<file path="src/rtl/tpu_pkg.sv">
// Shared definitions for the systolic MAC feeders: operand/array defaults,
// feeder state encoding and the lane-slice helper.
package tpu_pkg;

  localparam int BITS_AB_DEF = 8;
  localparam int DIM_DEF     = 8;

  typedef enum logic [1:0] {
    IDLE,
    STREAM,
    DONE
  } feeder_state_e;

  // LSB position of element idx inside a packed vector of width-bit elements.
  function automatic int unsigned lane_lsb(input int unsigned idx, input int unsigned width);
    return idx * width;
  endfunction

endpackage

</file>
<file path="src/rtl/systolic_a_feeder_if.sv">
// Tile-loader / MAC-grid side bundle of the A-operand feeder.
interface systolic_a_feeder_if
  import tpu_pkg::*;
#(
  parameter int BITS_AB  = BITS_AB_DEF,
  parameter int DIM      = DIM_DEF,
  parameter int ROW_BITS = $clog2(DIM)
);
  logic                   wr_en;
  logic [ROW_BITS-1:0]    wr_row;
  logic [DIM*BITS_AB-1:0] wr_data;
  logic                   start;
  logic                   busy;
  logic                   a_valid;
  logic                   en_out;
  logic [DIM*BITS_AB-1:0] a_out;
  logic                   done;

  modport master (
    output wr_en, wr_row, wr_data, start,
    input  busy, a_valid, en_out, a_out, done
  );

  modport slave (
    input  wr_en, wr_row, wr_data, start,
    output busy, a_valid, en_out, a_out, done
  );
endinterface

</file>
<file path="src/rtl/systolic_skew_lane.sv">
// One skewed output lane: presents row element (t - LANE) while streaming,
// zero before the lane's window opens and after it closes.
module systolic_skew_lane
  import tpu_pkg::*;
#(
  parameter int BITS_AB = BITS_AB_DEF,
  parameter int DIM     = DIM_DEF,
  parameter int T_BITS  = 4,
  parameter int LANE    = 0
) (
  input  logic [T_BITS-1:0]      t_i,
  input  logic                   active_i,
  input  logic [DIM*BITS_AB-1:0] row_i,
  output logic [BITS_AB-1:0]     lane_o
);

  // Signed offset into the row; negative before the window opens.
  logic signed [T_BITS+1:0] k;
  logic                     in_window;

  assign k         = $signed({2'b00, t_i}) - $signed((T_BITS+2)'(LANE));
  assign in_window = !k[T_BITS+1] && (k < $signed((T_BITS+2)'(DIM)));

  always_comb begin
    lane_o = '0;
    if (active_i && in_window) begin
      lane_o = row_i[lane_lsb(32'(k[T_BITS-1:0]), BITS_AB) +: BITS_AB];
    end
  end

endmodule

</file>
<file path="src/rtl/systolic_a_feeder.sv">
// A-operand feeder: buffers one DIM x DIM tile and streams it diagonally
// skewed into the MAC grid rows, driving the grid enable while streaming.
module systolic_a_feeder
  import tpu_pkg::*;
#(
  parameter int BITS_AB  = BITS_AB_DEF,
  parameter int DIM      = DIM_DEF,
  parameter int ROW_BITS = $clog2(DIM)
) (
  input logic               clk,
  input logic               rst,
  systolic_a_feeder_if.slave bus
);

  localparam int                T_BITS = $clog2(2*DIM-1);
  localparam logic [T_BITS-1:0] T_LAST = T_BITS'(2*DIM-2);

  feeder_state_e                   state_q, state_d;
  logic [T_BITS-1:0]               t_q, t_d;
  logic [DIM-1:0][DIM*BITS_AB-1:0] mem_q;
  logic [DIM-1:0][BITS_AB-1:0]     lanes;
  logic                            streaming;
  logic                            wr_ok;

  always_ff @(posedge clk) begin
    if (rst) begin
      state_q <= IDLE;
      t_q     <= '0;
    end else begin
      state_q <= state_d;
      t_q     <= t_d;
    end
  end

  assign wr_ok = (state_q == IDLE) && bus.wr_en
              && ({1'b0, bus.wr_row} < (ROW_BITS+1)'(DIM));

  always_ff @(posedge clk) begin
    if (rst) begin
      mem_q <= '0;
    end else if (wr_ok) begin
      mem_q[bus.wr_row] <= bus.wr_data;
    end
  end

  always_comb begin
    state_d = state_q;
    t_d     = t_q;
    unique case (state_q)
      IDLE: begin
        t_d = '0;
        if (bus.start) state_d = STREAM;
      end
      STREAM: begin
        if (t_q == T_LAST) begin
          state_d = DONE;
          t_d     = '0;
        end else begin
          t_d = t_q + 1'b1;
        end
      end
      DONE: begin
        state_d = IDLE;
        t_d     = '0;
      end
      default: begin
        state_d = IDLE;
        t_d     = '0;
      end
    endcase
  end

  always_comb begin
    streaming   = (state_q == STREAM);
    bus.busy    = (state_q != IDLE);
    bus.a_valid = streaming;
    bus.en_out  = streaming;
    bus.done    = (state_q == DONE);
  end

  for (genvar r = 0; r < DIM; r++) begin : g_lane
    systolic_skew_lane #(
      .BITS_AB(BITS_AB),
      .DIM    (DIM),
      .T_BITS (T_BITS),
      .LANE   (r)
    ) u_lane (
      .t_i     (t_q),
      .active_i(streaming),
      .row_i   (mem_q[r]),
      .lane_o  (lanes[r])
    );
  end

  assign bus.a_out = lanes;

endmodule
</file>
<file path="src/flat_wrapper.sv">
// flat-port wrapper written by rule: the top's interface ports become plain ports
module systolic_a_feeder_flat import tpu_pkg::*;
#(
  parameter int BITS_AB  = BITS_AB_DEF,
  parameter int DIM      = DIM_DEF,
  parameter int ROW_BITS = $clog2(DIM)
)
  (clk, rst, bus_wr_en, bus_wr_row, bus_wr_data, bus_start, bus_busy, bus_a_valid, bus_en_out, bus_a_out, bus_done);
  systolic_a_feeder_if #(.BITS_AB(BITS_AB), .DIM(DIM), .ROW_BITS(ROW_BITS)) bus_i ();
  input logic clk;
  input logic rst;
  input wire logic [$bits(bus_i.wr_en)-1:0] bus_wr_en;
  input wire logic [$bits(bus_i.wr_row)-1:0] bus_wr_row;
  input wire logic [$bits(bus_i.wr_data)-1:0] bus_wr_data;
  input wire logic [$bits(bus_i.start)-1:0] bus_start;
  output wire logic [$bits(bus_i.busy)-1:0] bus_busy;
  output wire logic [$bits(bus_i.a_valid)-1:0] bus_a_valid;
  output wire logic [$bits(bus_i.en_out)-1:0] bus_en_out;
  output wire logic [$bits(bus_i.a_out)-1:0] bus_a_out;
  output wire logic [$bits(bus_i.done)-1:0] bus_done;
  assign bus_i.wr_en = bus_wr_en;
  assign bus_i.wr_row = bus_wr_row;
  assign bus_i.wr_data = bus_wr_data;
  assign bus_i.start = bus_start;
  assign bus_busy = bus_i.busy;
  assign bus_a_valid = bus_i.a_valid;
  assign bus_en_out = bus_i.en_out;
  assign bus_a_out = bus_i.a_out;
  assign bus_done = bus_i.done;
  systolic_a_feeder #(.BITS_AB(BITS_AB), .DIM(DIM), .ROW_BITS(ROW_BITS)) u_core (.clk(clk), .rst(rst), .bus(bus_i));
endmodule
</file>
<file path="config.mk">
export PLATFORM = sky130hd
export DESIGN_NAME = systolic_a_feeder_flat
export DESIGN_NICKNAME = d
export VERILOG_FILES = /design/src/rtl/tpu_pkg.sv /design/src/rtl/systolic_a_feeder_if.sv /design/src/rtl/systolic_skew_lane.sv /design/src/rtl/systolic_a_feeder.sv /design/src/flat_wrapper.sv
export SDC_FILE = /design/constraint.sdc
export NUM_CORES = 1
export LEC_CHECK = 0
export ABC_AREA = 0
export BUFFER_PORTS_ARGS = -buffer_cell sky130_fd_sc_hd__buf_4
export CORE_UTILIZATION = 62
export CTS_CLUSTER_SIZE = 24
export DETAILED_ROUTE_END_ITERATION = 10
export PLACE_DENSITY = 0.86
export SLEW_MARGIN = 40
export SYNTH_ARGS = -nofsm -noshare
export SYNTH_HDL_FRONTEND = slang
export SYNTH_HIERARCHICAL = 1
export SYNTH_SLANG_ARGS = --single-unit
</file>
<file path="constraint.sdc">
create_clock -name clk -period 3.1 [get_ports clk]
set_clock_uncertainty 0.1 [all_clocks]
set_input_delay 0.62 -clock clk [delete_from_list [all_inputs] [get_ports clk]]
set_output_delay 0.62 -clock clk [all_outputs]
set_load 0.02 [all_outputs]
</file>
==> flow_summary.json <==
{
  "maxCapViolations": 0,
  "rsz0062_at_grt": "yes",
  "grt_pass1_wl_um": 121000,
  "hp-start": "bus_start",
  "start_util": 0.632,
  "violations": "setup timing",
  "r2r_slack_ns": 0.87,
  "yosys_register_bits": 518,
  "max_slew_margin": 0.336,
  "synth_cell_types": 50,
  "root_buffer": "clkbuf_16",
  "synth_top_area_share": 0.411,
  "status": "complete, but fails checks",
  "timing.final.ws_setup_ns": -0.356,
  "max-vdd-ir-drop_uv": 428,
  "grt_pass1_vias": 19308,
  "critPathLaunch": "u_core/t_q[0]",
  "yosysTopAreaCell": "dfxtp_1",
  "synthCells": 2364,
  "crit_end": "bus_a_out[46]",
  "drtIter0Drc": 2651,
  "synth_seq_area_share": 0.411,
  "p_total_mw": 15.7,
  "final_common_cell": "mux2i_1",
  "final_cell_area_um2": 30900,
  "crit_type": "flip-flop to output pin",
  "cts_max_level": 2,
  "clk_path_buf_depth": 3,
  "num_rows": 73,
  "place_area_um2": 26600,
  "fp.dieH_um": 204,
  "power.density_nw_per_um2": 507,
  "wirelength_um": 89900,
  "nets": 2557,
  "drc": 0,
  "cts_buffers": 53,
  "layout_min_cycle_time_ns": 3.46,
  "worst_pin_slew_ns": 0.997,
  "fill_cells": 2196,
  "reg2regPathDepth": 4,
  "num_vias": 20051,
  "cts_tree": "yes",
  "reg2reg_to": "u_core/mem_q[406]",
  "clkSlewWorstSetupHoldPaths_ns": 0.06,
  "drt_pass1_iterations": 6,
  "crit_fanout": 7,
  "clock_latency_ns": 0.60,
  "hpwl_um": 47000,
  "synth.avg_cell_area_um2": 10.7,
  "period_share": 1.11,
  "core_area_um2": 39900,
  "grt-ovfl-total": 0,
  "fp.dieW_um": 204,
  "synth_top_cells_by_area": "dfxtp_1, mux2i_1, nand2b_1",
  "layout-drive-gt1-share": 0.267,
  "required_ns": 2.38,
  "layout_common_cells": "mux2i_1, nand2b_1, dfxtp_1",
  "hold_viol": 0,
  "grt_max_degree": 143,
  "ant_nets": 0,
  "startpoint_type": "flip-flop",
  "yosys_warnings": 6,
  "syn_to_final_growth_pct": 22.5,
  "setup_viol": 55,
  "hold_buffers": 0,
  "hold_path_class": "input pin to flip-flop",
  "netlist_area_um2": 25200,
  "fin_setup_tns_ns": -8.00,
  "clkSinkCount": 518,
  "r2r_start": "u_core/state_q[1]",
  "pin_count": 139,
  "timing.fmax_mhz": 289,
  "slew_viol_final": 0,
  "p_leak_nw": 13.8,
  "place_congestion": 0.921,
  "cp.arrival_ns": 2.74,
  "via_per_inst": 6.57,
  "grt_use_total": 0.396,
  "wire_per_inst_um": 29.5,
  "die_area_um2": 41500,
  "synth_fp_nets": 2443,
  "grt_antenna_before_repair": 2,
  "io_buffers": 138,
  "cp-end-kind": "output pin"
}
[state kept, by name, indices dropped and copies added, names as in the netlist]
signal,count
u_core/state_q,2
u_core/t_q,4
u_core/mem_q,512
[worst min path at each step]
stage                        endpoint  slack (ns)  cells past startpoint
CTS                 u_core/state_q[0]        0.19                      3
finish              u_core/state_q[0]        0.23                      3
detailed placement  u_core/mem_q[103]        0.36                      2
global placement    u_core/mem_q[116]        0.36                      2
floorplan           u_core/mem_q[105]        0.35                      2
global route        u_core/state_q[0]        0.23                      3
[synthesized netlist by cell type, drive strengths merged]
master	number
nor3	10
mux2i	624
a21boi	1
a22o	32
or2	2
xnor2	3
and3	8
a21oi	2
clkbuf	119
and3b	4
a31oi	1
a211oi	33
nand2	15
mux4	16
nand2b	586
ha	8
xor2	5
nand4b	1
mux2	81
nand3	3
dfxtp	518
nand4	2
inv	9
nor3b	3
nor2	11
o21ai	5
buf	115
nor2b	41
a22oi	16
o21bai	1
a2111oi	32
and2	8
nor4b	9
o22ai	40
[metal layers]
layer | global-route usage | part of all wire | vias up | routed length [um]
met5 | 0 | 0 | - | 0
met4 | 0.233 | 0.072 | 0 | 6510
met3 | 0.0852 | 0.13 | 413 | 11900
met2 | 0.591 | 0.43 | 1508 | 38400
met1 | 0.527 | 0.37 | 9748 | 33100
li1 | - | - | 8382 | -
[cells by family after synthesis]
group | count (synthesis) | synth area share
multiplexers | 721 | 0.299
AO/OA/AOI/OAI | 163 | 0.0547
buffers and inverters | 243 | 0.0520
adder cells (fa/ha/maj) | 8 | 0.00397
AND/OR/NAND/NOR | 703 | 0.177
XOR/XNOR | 8 | 0.00278
flip-flops | 518 | 0.411
[area by class of cell]
class / instances / area (um^2) / area share
multi-input combinational: 1603 / 15100 / 0.490
sequential: 518 / 10400 / 0.336
timing repair buffer: 293 / 2840 / 0.0917
clock buffer: 74 / 1540 / 0.0497
tap: 525 / 657 / 0.0212
clock inverter: 26 / 318 / 0.0103
inverter: 9 / 41.3 / 0.00134
antenna: 3 / 7.51 / 0.000243
[critical path, stage by stage (launching register included)]
cell and delay (ns):
dfxtp_4 0.44, clkinvlp_4 0.14, ha_4 0.41, clkbuf_16 0.20, mux2i_1 0.16, a2111oi_4 0.54, buf_4 0.23
[where the power goes]
group	switching [mW]	total, mW	internal (mW)
combinational	1.13	1.95	0.814
clock	2.81	6.86	4.05
sequential	0.0862	6.87	6.78
total	4.03	15.7	11.6
[per-stage QoR]
| step | util | setup slack, ns | std cells | hold slack (ns) |
|---|---|---|---|---|
| 2_1_floorplan | - | 0.0875 | 2364 | 0.345 |
| 3_3_place_gp | 0.667 | 0.196 | 2888 | 0.356 |
| 3_5_place_dp | 0.668 | 0.0925 | 2888 | 0.363 |
| 4_1_cts | 0.750 | -0.162 | 3018 | 0.190 |
| 5_1_grt | 0.774 | -0.363 | 3048 | 0.234 |
| 6_report | 0.775 | -0.356 | 3051 | 0.231 |
[repair_timing]
action,in CTS,in global routing
gates resized for setup,176,118
setup buffers,19,23
pin swaps,41,47
gates cloned,11,8
setup endpoints to repair,64,59
hold endpoints to repair,0,0
No activity file was read; power rests on OpenSTA's default activity.
